File: config.mk
export PLATFORM = sky130hd
export DESIGN_NAME = serial_write_arbiter
export DESIGN_NICKNAME = d
export VERILOG_FILES = /design/src/rtl/serial_bus_pkg.sv /design/src/rtl/serial_write_arbiter_rr_picker.sv /design/src/rtl/serial_write_arbiter.sv
export SDC_FILE = /design/constraint.sdc
export NUM_CORES = 1
export LEC_CHECK = 0
export CAP_MARGIN = 25
export CORE_MARGIN = 1.5
export CORE_UTILIZATION = 50
export DETAILED_ROUTE_END_ITERATION = 10
export PLACE_DENSITY_LB_ADDON = 0.1
export SYNTH_ARGS = -nofsm -noshare
export SYNTH_HDL_FRONTEND = slang
export SYNTH_SLANG_ARGS = --single-unit
File: constraint.sdc
create_clock -name clk -period 2.4 [get_ports clk]
set_clock_uncertainty 0.2 [all_clocks]
set_input_delay 0.48 -clock clk [delete_from_list [all_inputs] [get_ports clk]]
set_output_delay 0.48 -clock clk [all_outputs]
set_load 0.005 [all_outputs]
File: src/rtl/serial_bus_pkg.sv
// Shared types and sizing helpers for the serial write path.
package serial_bus_pkg;

    // Arbiter FSM states.
    typedef enum logic [1:0] {
        S_IDLE  = 2'd0,
        S_LOAD  = 2'd1,
        S_SHIFT = 2'd2,
        S_GUARD = 2'd3
    } swa_state_t;

    // Guard counter covers 0..15 idle cycles.
    localparam int GCNT_W = 4;

    // Width of the shift down-counter; at least one bit so WIDTH=1 still builds.
    function automatic int cnt_w(input int width);
        return (width > 1) ? $clog2(width) : 1;
    endfunction

endpackage

File: src/rtl/serial_write_arbiter_rr_picker.sv
// Combinational requester picker.
// Default build: round-robin search starting just after ptr.
// SWA_FIXED_PRIORITY_EN defined: ptr is ignored and the lowest pending index wins.
module rr_picker #(
    parameter int N_REQ = 3,
    parameter int PTR_W = $clog2(N_REQ)
) (
    input  logic [N_REQ-1:0] req,
    input  logic [PTR_W-1:0] ptr,
    output logic [N_REQ-1:0] grant,
    output logic [PTR_W-1:0] idx
);

    logic [PTR_W-1:0] cand;

`ifdef SWA_FIXED_PRIORITY_EN
    logic unused_ptr;
    assign unused_ptr = ^ptr;
`endif

    // Walk the candidates once around the ring and keep the first pending one.
    always_comb begin
        grant = '0;
        idx   = '0;
`ifdef SWA_FIXED_PRIORITY_EN
        // Starting "after" the top index makes the walk begin at index 0.
        cand  = PTR_W'(N_REQ - 1);
`else
        cand  = ptr;
`endif
        for (int k = 0; k < N_REQ; k++) begin
            cand = (cand == PTR_W'(N_REQ - 1)) ? '0 : cand + 1'b1;
            if (grant == '0 && req[cand]) begin
                grant[cand] = 1'b1;
                idx         = cand;
            end
        end
    end

endmodule

File: src/rtl/serial_write_arbiter.sv
// Shares one parallel-load / serial-out write buffer between N_REQ requesters.
// Grants a pending requester, registers its word onto din/load, times the
// WIDTH shift cycles plus GUARD idle cycles, and pulses done on the last bit.
// Build option: SWA_FIXED_PRIORITY_EN selects lowest-index-wins arbitration
// instead of round-robin; timing is identical in both builds.
//
// state   | meaning
// --------+------------------------------------------------------------
// S_IDLE  | line idle, busy low; arbitrate at every edge
// S_LOAD  | load/ack high for one cycle, buffer captures din at its end
// S_SHIFT | tx_en high for WIDTH cycles, cnt counts WIDTH-1 down to 0
// S_GUARD | forced idle gap of GUARD cycles, gcnt counts down to 0
module serial_write_arbiter
    import serial_bus_pkg::*;
#(
    parameter int N_REQ = 3,
    parameter int WIDTH = 3,
    parameter int GUARD = 1
) (
    input  logic                   clk,
    input  logic                   rst,
    input  logic [N_REQ-1:0]       req,
    input  logic [N_REQ*WIDTH-1:0] wdata,
    output logic [N_REQ-1:0]       ack,
    output logic [N_REQ-1:0]       done,
    output logic                   busy,
    output logic                   load,
    output logic [WIDTH-1:0]       din,
    output logic                   tx_en
);

    localparam int PTR_W = $clog2(N_REQ);
    localparam int CNT_W = cnt_w(WIDTH);

    swa_state_t        state_q, state_d;
    logic [PTR_W-1:0]  ptr_q, ptr_d;
    logic [PTR_W-1:0]  owner_q, owner_d;
    logic [CNT_W-1:0]  cnt_q, cnt_d;
    logic [GCNT_W-1:0] gcnt_q, gcnt_d;
    logic [WIDTH-1:0]  din_q, din_d;
    logic              load_q, load_d;
    logic [N_REQ-1:0]  ack_q, ack_d;
    logic [N_REQ-1:0]  done_q, done_d;
    logic              busy_q, busy_d;
    logic              tx_en_q, tx_en_d;

    logic [N_REQ-1:0]  pick_grant;
    logic [PTR_W-1:0]  pick_idx;
    logic [N_REQ-1:0]  owner_oh;
    logic [WIDTH-1:0]  words [N_REQ];

    // Split the flat word bus into one word per requester.
    for (genvar g = 0; g < N_REQ; g++) begin : g_words
        assign words[g] = wdata[g*WIDTH +: WIDTH];
    end

    rr_picker #(
        .N_REQ (N_REQ),
        .PTR_W (PTR_W)
    ) u_picker (
        .req   (req),
        .ptr   (ptr_q),
        .grant (pick_grant),
        .idx   (pick_idx)
    );

    assign owner_oh = N_REQ'(1) << owner_q;

    // Next-state and next-output logic; every output is registered below.
    always_comb begin
        state_d = state_q;
        ptr_d   = ptr_q;
        owner_d = owner_q;
        cnt_d   = cnt_q;
        gcnt_d  = gcnt_q;
        din_d   = din_q;
        load_d  = 1'b0;
        ack_d   = '0;
        done_d  = '0;
        busy_d  = busy_q;
        tx_en_d = 1'b0;

        unique case (state_q)
            S_IDLE: begin
                busy_d = 1'b0;
                if (req != '0) begin
                    din_d   = words[pick_idx];
                    load_d  = 1'b1;
                    ack_d   = pick_grant;
                    busy_d  = 1'b1;
                    owner_d = pick_idx;
`ifndef SWA_FIXED_PRIORITY_EN
                    ptr_d   = pick_idx;
`endif
                    state_d = S_LOAD;
                end
            end
            S_LOAD: begin
                busy_d  = 1'b1;
                tx_en_d = 1'b1;
                cnt_d   = CNT_W'(WIDTH - 1);
                // A one-bit word has its only (and last) bit in the first shift cycle.
                if (WIDTH == 1) begin
                    done_d = owner_oh;
                end
                state_d = S_SHIFT;
            end
            S_SHIFT: begin
                busy_d = 1'b1;
                if (cnt_q == '0) begin
                    if (GUARD == 0) begin
                        busy_d  = 1'b0;
                        state_d = S_IDLE;
                    end else begin
                        gcnt_d  = GCNT_W'(GUARD - 1);
                        state_d = S_GUARD;
                    end
                end else begin
                    tx_en_d = 1'b1;
                    cnt_d   = cnt_q - 1'b1;
                    // done is registered, so raise it on the edge entering cnt==0.
                    if (cnt_q == CNT_W'(1)) begin
                        done_d = owner_oh;
                    end
                end
            end
            S_GUARD: begin
                busy_d = 1'b1;
                if (gcnt_q == '0) begin
                    busy_d  = 1'b0;
                    state_d = S_IDLE;
                end else begin
                    gcnt_d = gcnt_q - 1'b1;
                end
            end
            default: begin
                busy_d  = 1'b0;
                state_d = S_IDLE;
            end
        endcase
    end

    // State and output registers; reset parks the pointer so requester 0 wins first.
    always_ff @(posedge clk or posedge rst) begin
        if (rst) begin
            state_q <= S_IDLE;
            ptr_q   <= PTR_W'(N_REQ - 1);
            owner_q <= '0;
            cnt_q   <= '0;
            gcnt_q  <= '0;
            din_q   <= '0;
            load_q  <= 1'b0;
            ack_q   <= '0;
            done_q  <= '0;
            busy_q  <= 1'b0;
            tx_en_q <= 1'b0;
        end else begin
            state_q <= state_d;
            ptr_q   <= ptr_d;
            owner_q <= owner_d;
            cnt_q   <= cnt_d;
            gcnt_q  <= gcnt_d;
            din_q   <= din_d;
            load_q  <= load_d;
            ack_q   <= ack_d;
            done_q  <= done_d;
            busy_q  <= busy_d;
            tx_en_q <= tx_en_d;
        end
    end

    assign ack   = ack_q;
    assign done  = done_q;
    assign busy  = busy_q;
    assign load  = load_q;
    assign din   = din_q;
    assign tx_en = tx_en_q;

endmodule

==> results of run 1 <==
==> per-stage QoR <==
stage          util, %  setup WS [ns]  instance area (um2)  std cells
2_1_floorplan        -          0.608                 1240        119
3_3_place_gp      66.7          0.183                 1520        169
3_5_place_dp      66.7          0.124                 1520        169
4_1_cts           68.0          0.455                 1550        173
5_1_grt           68.0          0.359                 1550        173
6_report          68.0          0.452                 1550        173
==> kinds of logic after synthesis <==
kind of cell / Yosys count
muxes: 2
DFF: 23
xor gates and xnor gates: 1
AOI/OAI and AO/OA: 34
adders and majority gates: 8
and+or+nand+nor: 36
buffers and inverters: 15
==> metal layers <==
layer	up-vias	track usage (%)	share of wire (%)
met1	439	21.9	45
met5	-	0	0
met2	22	33.8	49
li1	473	-	-
met4	0	10.7	2.3
met3	5	3.14	3.6
==> state kept, by name, summed over array words and instances, names as in the netlist <==
register  flops
owner_q       1
state_q       2
gcnt_q        4
din           3
ack           3
busy          1
ptr_q         2
tx_en         1
load          1
done          3
cnt_q         2
==> power groups by stage <==
stage	sequential, uW	clock, uW	combinational (uW)
final	614	185	712
after detailed placement	624	0	716
after global placement	617	0	696
after CTS	614	193	717
after floorplan	586	0	508
after global routing	628	211	793
==> critical path, stage by stage <==
cell,delay (ns)
clkdlybuf4s50_1,0.63
nor3_1,0.12
a211oi_1,0.34
mux2_2,0.38
==> final cells by class <==
type,instances,share of cell area [%]
clock buffer,3,1.46
sequential,23,37.3
inverter,10,2.43
clock inverter,1,0.485
timing repair buffer,27,17.1
multi-input combinational,81,39.0
tap,28,2.26
==> synthesized netlist by cell type, types with 2 or more instances <==
cell	n	area [um2]
buf_2	3	15.0
ha_1	8	100
nand3_1	3	15.0
a22o_1	2	17.5
nand2_1	2	7.51
or3_1	3	18.8
dfrtp_1	22	551
o21ai_0	3	15.0
a21o_1	5	37.5
nor2_1	9	33.8
a21oi_1	11	55.1
nand2b_1	6	37.5
o2111ai_1	3	26.3
nor3_1	3	15.0
inv_1	10	37.5
nor2b_1	2	12.5
nor3b_1	2	15.0
==> final timing paths <==
| path | to | start |
|---|---|---|
| max reg2reg | state_q[1] | state_q[0] |
| min in group asynchronous | gcnt_q[1] | rst |
| max | state_q[1] | req[1] |
| min | done[0] | owner_q[1] |
| min reg2reg | done[0] | owner_q[1] |
| max in group asynchronous | ptr_q[1] | rst |
==> cell usage in the layout (no fill, tap or decap), drive strengths merged, types with 2 or more instances in the layout <==
cell,netlist,final
dfrtp,22,22
clkbuf,2,3
nor2,9,9
nand2b,6,6
nand2,2,2
o2111ai,3,3
ha,8,8
nor3b,2,2
nor3,3,3
clkdlybuf4s50,0,25
buf,3,2
or3,3,3
a21o,5,5
inv,10,10
a22o,2,2
nand3,3,3
a21oi,12,12
o21ai,4,4
nor2b,3,3
==> out/metrics.yaml, run 1 <==
timing:
  whs_ns: 0.280
  drv_slew: 0
  hold_viol: 0
  finalSetupViolations: 0
  worst_slew_pin_slew_ns: 0.325
  slew-limit-headroom_pct: 78.2
  max_freq_mhz: 513
  final.min_clock_period_ns: 1.95
  rsz0062_at_grt: "no"
  finalCritPeriodShare_pct: 81.2
  setup_tns_ns: 0
cells_and_area:
  area_growth_pct: 24.7
  multi_input_area_um2: 603
  final_net_count: 168
  seqCellArea_um2: 577
  fillers: 176
  diodes: 0
  drive_gt1_share_pct: 11.0
clock_network:
  cts_max_path_buffers: 2
  cts_setup_buffers: 0
  root_buffer: "clkbuf_4"
  cts_tree: "built"
  cts_max_level: 1
  ctsResizeCount: 0
  insertion_delay_ns: 0.32
  ctsHoldBuffers: 0
  cts.sinks: 23
  clk_pin_slew_ns: 0.13
  cts_buffers: 3
logic_synthesis:
  netlist_instances: 119
  synth_fa_ha_area_share_pct: 8.06
  syn_area_um2: 1240
  synth_compound_area_share_pct: 20.5
  ys_seq_area_share_pct: 46.5
  synthDistinctLibCells: 39
  ys.flop_type: "dfrtp_1"
  yosysWarnings: 0
  avgSynthCellArea_um2: 10.4
  synth_top_family_by_area: "compound AO/OA/AOI/OAI gates"
  synth_edf_count: 0
  synth-xor-area-share_pct: 0.706
  synth_nets: 141
  yosys.area_share.simple_pct: 17.6
  synth.area.mux_share_pct: 1.71
  synth-async-reset-ratio_pct: 100
  synth-seq-cells: 23
floorplanning:
  fp.dieH_um: 52.8
  rows: 17
  dieArea_um2: 2790
  initial_core_util_pct: 54.5
  dieWidth_um: 52.8
  io_pins: 26
  core-area_um2: 2280
place:
  place.gp.congestion: 0.726
  hpwl_um: 1710
  portBuffers: 25
power_and_ir_drop:
  ir_drop_mv: 0.747
  p_switching_uw: 547
  combPwrFrac_pct: 47.1
  power.density_nw_per_um2: 977
  clock_power_share_pct: 12.2
  internal_power_uw: 964
  p_total_uw: 1510
  p_seq_share_pct: 40.7
  p_leak_uw: 0.000691
  sw_frac_of_total_pct: 36.2
critical_path:
  r2r_cells: 5
  worstSetupEndpointType: "flop"
  cp.arrival_ns: 1.96
  crit_fanout: 10
  reg2reg_slack_ns: 0.46
  worst-setup-path-type: "input pin to flop"
  required_ns: 2.41
  startpoint_type: "input pin"
route:
  wl_per_cell_um: 12.8
  viasPerCell: 5.43
  drcViolationCount: 0
  num_vias: 939
  drtAntennaViolNets: 0
  drtPass1Iterations: 4
  routed_wirelength_um: 2220
  drt_first_iter_violations: 13
grt:
  overflow: 0
  grt_usage_pct: 19.2
  first_global_vias: 913
  grt_max_degree: 24
  grt_pass1_wl_um: 3840
  antenna_found_initial: 0
hold_path:
  hp-class: "flop to flop"
  hold_depth: 1
job:
  maxCapViolations: 0
run_status:
  status: "finished, final reports clean"
Power figures use the tool's default switching activity.
==> run 2: changes to the inputs <==
CORE_UTILIZATION = 45   (was 50)
clock period = 1.58 ns   (was 2.4 ns; I/O delays follow)
==> run 2 against run 1 <==
  * The run now ends with negative setup slack left
  * Power rose by 78%
  * Combinational power grew 110%
  * Sequential share of layout area decreased by 6.1 points
  * Global-route usage grew 1.4 points
  * Critical path depth rose by 2
  * Via count is 15% higher
  * Register-to-register slack lost 0.61 ns
  * Hold slack improved by 0.050 ns
  * Clock power is 51% higher
  * Cell count is 21% higher
  * Worst setup slack worse by 0.60 ns
==> out/metrics.yaml, run 2 (same netlist as run 1, synthesis figures left out) <==
run_status:
  status: "finished with violations"
  violations: "negative setup slack"
cells_and_area:
  area_growth_pct: 49.5
  top_register: "gcnt_q"
  design_area_um2: 1860
  final_util_pct: 72.9
  layout_common_cells: "buf_4 (36), dfrtp_1 (21), dlygate4sd2_1 (15)"
  final_net_count: 203
  final_common_cell: "buf_4"
  drive_gt1_share_pct: 35.6
  largest_register_ffs: 4
  diodes: 0
timing:
  final.min_clock_period_ns: 1.73
  rsz0062_at_grt: "yes"
  whs_ns: 0.330
  fin_ws_ns: -0.145
  max_freq_mhz: 580
  worst_slew_pin_slew_ns: 0.308
  finalCritPeriodShare_pct: 109
  slew-limit-headroom_pct: 79.5
  finalSetupViolations: 11
  hold_viol: 0
  drv_slew: 0
critical_path:
  r2r_cells: 6
  reg2reg_from: "state_q[0]"
  reg2reg_slack_ns: -0.15
  required_ns: 1.62
  regToRegEndpoint: "gcnt_q[3]"
  path_cells: "inv_2, ha_4, nor2b_4, a211o_4, nor4_4, mux2i_1"
  cp.arrival_ns: 1.77
  cp_slowest_cell: "dfrtp_1"
  worstSetupEndpointType: "flop"
  worst-setup-path-type: "flop to flop"
  critPathMaxStageDelay_ns: 0.43
  startpoint_type: "flop"
  crit_fanout: 4
clock_network:
  cts.sinks: 23
  clk_pin_slew_ns: 0.13
  cts_max_level: 1
  cts_tree: "built"
  cts_buffers: 3
  cts_max_path_buffers: 2
  insertion_delay_ns: 0.31
  root_buffer: "clkbuf_4"
floorplanning:
  rows: 18
  initial_core_util_pct: 48.8
  dieArea_um2: 3080
  core-area_um2: 2540
  io_pins: 26
  dieWidth_um: 55.5
  fp.dieH_um: 55.5
route:
  drt_first_iter_violations: 14
  viasPerCell: 5.14
  drtPass1Iterations: 4
  drtAntennaViolNets: 0
  drcViolationCount: 0
  routed_wirelength_um: 2960
  wl_per_cell_um: 14.1
  num_vias: 1079
grt:
  grt_pass1_wl_um: 5110
  overflow: 0
  first_global_vias: 1196
  antenna_found_initial: 0
  grt_usage_pct: 20.6
  grt_max_degree: 13
hold_path:
  hp-class: "flop to flop"
  hold_depth: 1
  whs_endpoint: "done[0]"
  holdCritStartpoint: "owner_q[1]"
power_and_ir_drop:
  ir_drop_mv: 1.30
  power.density_nw_per_um2: 1450
  p_leak_uw: 0.000905
place:
  portBuffers: 25
  place_area_um2: 1760
  hpwl_um: 2230
  place.gp.congestion: 0.779
job:
  maxCapViolations: 0
## run 2: what timing repair did
| item | CTS | global route |
|---|---|---|
| endpoints found under the setup margin | 24 | 14 |
| hold endpoints to repair | 3 | 0 |
| buffers inserted | 4 | 0 |
| hold buffers | 1 | 0 |
| pin swaps | 1 | 1 |
| resized for setup | 26 | 5 |
## run 2: final cells by class
class / instances / area [um2]
multi-input combinational: 81 / 664
timing repair buffer: 62 / 512
sequential: 23 / 578
fill: 196 / 689
tap: 30 / 37.5
clock buffer: 4 / 26.3
inverter: 10 / 37.5
## run 2: worst max-delay path by stage
stage | from | end | cells after the start
finish | state_q[0] | gcnt_q[3] | 6
global route | state_q[0] | gcnt_q[3] | 6
CTS | state_q[0] | gcnt_q[3] | 6
detailed placement | req[1] | din[0] | 6
global placement | req[1] | state_q[1] | 4
floorplan | state_q[0] | gcnt_q[3] | 6
## run 2: critical path, delay by kind of cell, from the launching register on
family	cells	cell delay (ns)
multiplexers	1	0.21
AO/OA/AOI/OAI	1	0.29
AND/OR/NAND/NOR	2	0.29
flip-flops	1	0.43
buffers and inverters	1	0.08
adder cells (fa/ha/maj)	1	0.16
## run 2: metrics by stage
stage	TNS [ns]	setup WS (ns)	cells	power, uW
6_report	-0.879	-0.145	210	2700
3_5_place_dp	-4.45	-0.456	201	2350
4_1_cts	-0.644	-0.126	210	2690
5_1_grt	-1.44	-0.188	210	2890
2_1_floorplan	-0.237	-0.104	119	1690
3_3_place_gp	-3.90	-0.395	201	2290
## run 2: per-layer routing
metal | GRT usage (%) | part of all wire, % | vias to the layer above
li1 | - | - | 541
met1 | 23.5 | 42 | 509
met2 | 38.6 | 53 | 25
met3 | 3.28 | 3.8 | 4
met4 | 6.97 | 1.2 | 0
met5 | 0 | 0 | -
## run 2: power breakdown
group / internal, uW / switching (uW) / total, uW
Clock: 98.7 / 180 / 279
Sequential: 784 / 143 / 928
Combinational: 838 / 653 / 1490
==> run 3: changes to the inputs <==
SETUP_SLACK_MARGIN = 0.1   (was default)
==> run 3 against run 2 <==
  * The run still ends with negative setup slack left
  * Wire length increased by 11%
  * Sequential cell count unchanged
  * First-iteration DRC count decreased by 14%
  * Non-clock buffer count decreased by 3
  * Worst setup slack got worse by 0.032 ns
  * Global-route usage decreased by 2.1 points
  * Critical endpoint unchanged
  * Largest power group unchanged
  * Highest routed layer unchanged
==> out/metrics.yaml, run 3 (same netlist as run 1, synthesis figures left out) <==
cells_and_area:
  area_growth_pct: 65.2
  diodes: 0
  top_register: "gcnt_q"
  final_net_count: 200
  largest_register_ffs: 4
  layout_common_cells: "buf_4 (25), dfrtp_1 (20), clkdlybuf4s50_1 (10)"
  fillers: 148
  final_common_cell: "buf_4"
  drive_gt1_share_pct: 47.5
grt:
  grt_usage_pct: 18.5
  overflow: 0
  grt_pass1_wl_um: 4660
  antenna_found_initial: 0
  grt_max_degree: 24
  first_global_vias: 1099
route:
  drt_first_iter_violations: 12
  drcViolationCount: 0
  highest-signal-layer: "met4"
  dr_wl_met3_um: 109
  routed_wirelength_um: 3270
  wl_per_cell_um: 15.8
  drtAntennaViolNets: 0
  num_vias: 1098
  met2_length_um: 1740
  drtPass1Iterations: 4
  m1WireLength_um: 1380
  viasPerCell: 5.30
critical_path:
  worstSetupEndpointType: "flop"
  critPathMaxStageDelay_ns: 0.45
  worst-path-buf-inv: 1
  cp_slowest_cell: "dfrtp_2"
  worst-setup-path-type: "flop to flop"
  reg2reg_from: "state_q[0]"
  startpoint_type: "flop"
  crit_fanout: 4
  r2r_cells: 6
  cp.arrival_ns: 1.81
  required_ns: 1.63
  crit_family: "flip-flops"
  reg2reg_slack_ns: -0.18
  path_cells: "inv_2, ha_4, nor2b_4, a211o_4, nor4_4, mux2i_1"
  regToRegEndpoint: "gcnt_q[3]"
floorplanning:
  dieWidth_um: 55.5
  rows: 18
  fp.dieH_um: 55.5
  dieArea_um2: 3080
  io_pins: 26
  core-area_um2: 2540
  initial_core_util_pct: 48.8
power_and_ir_drop:
  p_seq_share_pct: 29.7
  p_total_uw: 3260
  ir_drop_mv: 1.33
  combPwrFrac_pct: 61.8
  sw_frac_of_total_pct: 37.6
  p_switching_uw: 1230
  internal_power_uw: 2030
  clock_power_share_pct: 8.5
  p_leak_uw: 0.000921
  power.density_nw_per_um2: 1590
timing:
  rsz0062_at_grt: "yes"
  max_freq_mhz: 569
  finalSetupViolations: 15
  drv_slew: 0
  finalCritPeriodShare_pct: 111
  final.min_clock_period_ns: 1.76
  hold_viol: 0
  slew-limit-headroom_pct: 80.1
  worst_slew_pin_slew_ns: 0.299
  fin_ws_ns: -0.177
  setup_tns_ns: -1.37
clock_network:
  clk_pin_slew_ns: 0.12
  root_buffer: "clkbuf_4"
  cts_tree: "built"
  cts_max_path_buffers: 2
  ctsHoldBuffers: 0
  cts.sinks: 23
  insertion_delay_ns: 0.32
  cts_buffers: 3
  cts_max_level: 1
run_status:
  violations: "negative setup slack"
  status: "finished with violations"
place:
  place.gp.congestion: 0.763
  portBuffers: 25
  hpwl_um: 1990
job:
  maxCapViolations: 0
hold_path:
  hp-class: "input pin to async pin"
==> run 3: cell types whose count changed in the layout (fill, tap and decap cells not counted), sizes merged <==
cell	previous run	this run
dlygate4sd2	15	3
clkbuf	4	5
dlygate4sd3	1	0
dlymetal6s2s	0	2
clkdlybuf4s15	0	9
buf	36	34
==> run 3: what timing repair did <==
item / CTS / global route
endpoints found under the setup margin: 28 / 27
pin swaps: 4 / 9
resized for setup: 27 / 48
buffers inserted: 4 / 6
cloned: 0 / 0
==> run 3: worst max path at each step <==
stage,startpoint,to,slack (ns),cells past startpoint
5_1_grt,state_q[0],gcnt_q[3],-0.22,6
6_report,state_q[0],gcnt_q[3],-0.18,6
2_1_floorplan,gcnt_q[0],state_q[1],-0.07,5
4_1_cts,state_q[0],gcnt_q[3],-0.17,6
3_5_place_dp,req[1],din[0],-0.44,6
3_3_place_gp,req[2],din[1],-0.36,6
==> run 3: worst min-delay path, stage by stage <==
cell and delay, ns:
clkdlybuf4s50_1 0.40, inv_1 0.09, buf_12 0.18
==> run 3: final cells by class <==
type,count,area [um2],share of cell area (%)
repair buffers,59,553,27.0
well taps,30,37.5,1.83
flip-flops and latches,23,579,28.2
inverters,10,42.5,2.07
multi-input cells,81,812,39.6
clock buffers,4,26.3,1.28
==> run 3: stage by stage <==
step / cell area (um2) / setup slack (ns) / cells / hold WS [ns] / util [%]
final: 2050 / -0.177 / 207 / 0.106 / 80.6
after CTS: 1830 / -0.168 / 202 / 0.118 / 71.8
after global routing: 2050 / -0.216 / 207 / 0.145 / 80.6
after detailed placement: 1750 / -0.437 / 194 / 0.283 / 68.7
after global placement: 1750 / -0.356 / 194 / 0.261 / 68.7
after floorplan: 1290 / -0.0714 / 119 / 0.117 / -
==> run 3: power groups by stage <==
stage / combinational (uW) / sequential [uW] / clock [uW]
2_1_floorplan: 859 / 898 / 0
3_3_place_gp: 1390 / 928 / 0
3_5_place_dp: 1420 / 936 / 0
4_1_cts: 1540 / 926 / 282
5_1_grt: 2180 / 995 / 304
6_report: 2010 / 969 / 277
==> run 3: routing by layer <==
metal,vias to the layer above,track usage (%)
met5,-,0
met4,0,8.01
met3,5,3.28
met2,18,31.1
met1,538,23.2
li1,537,-
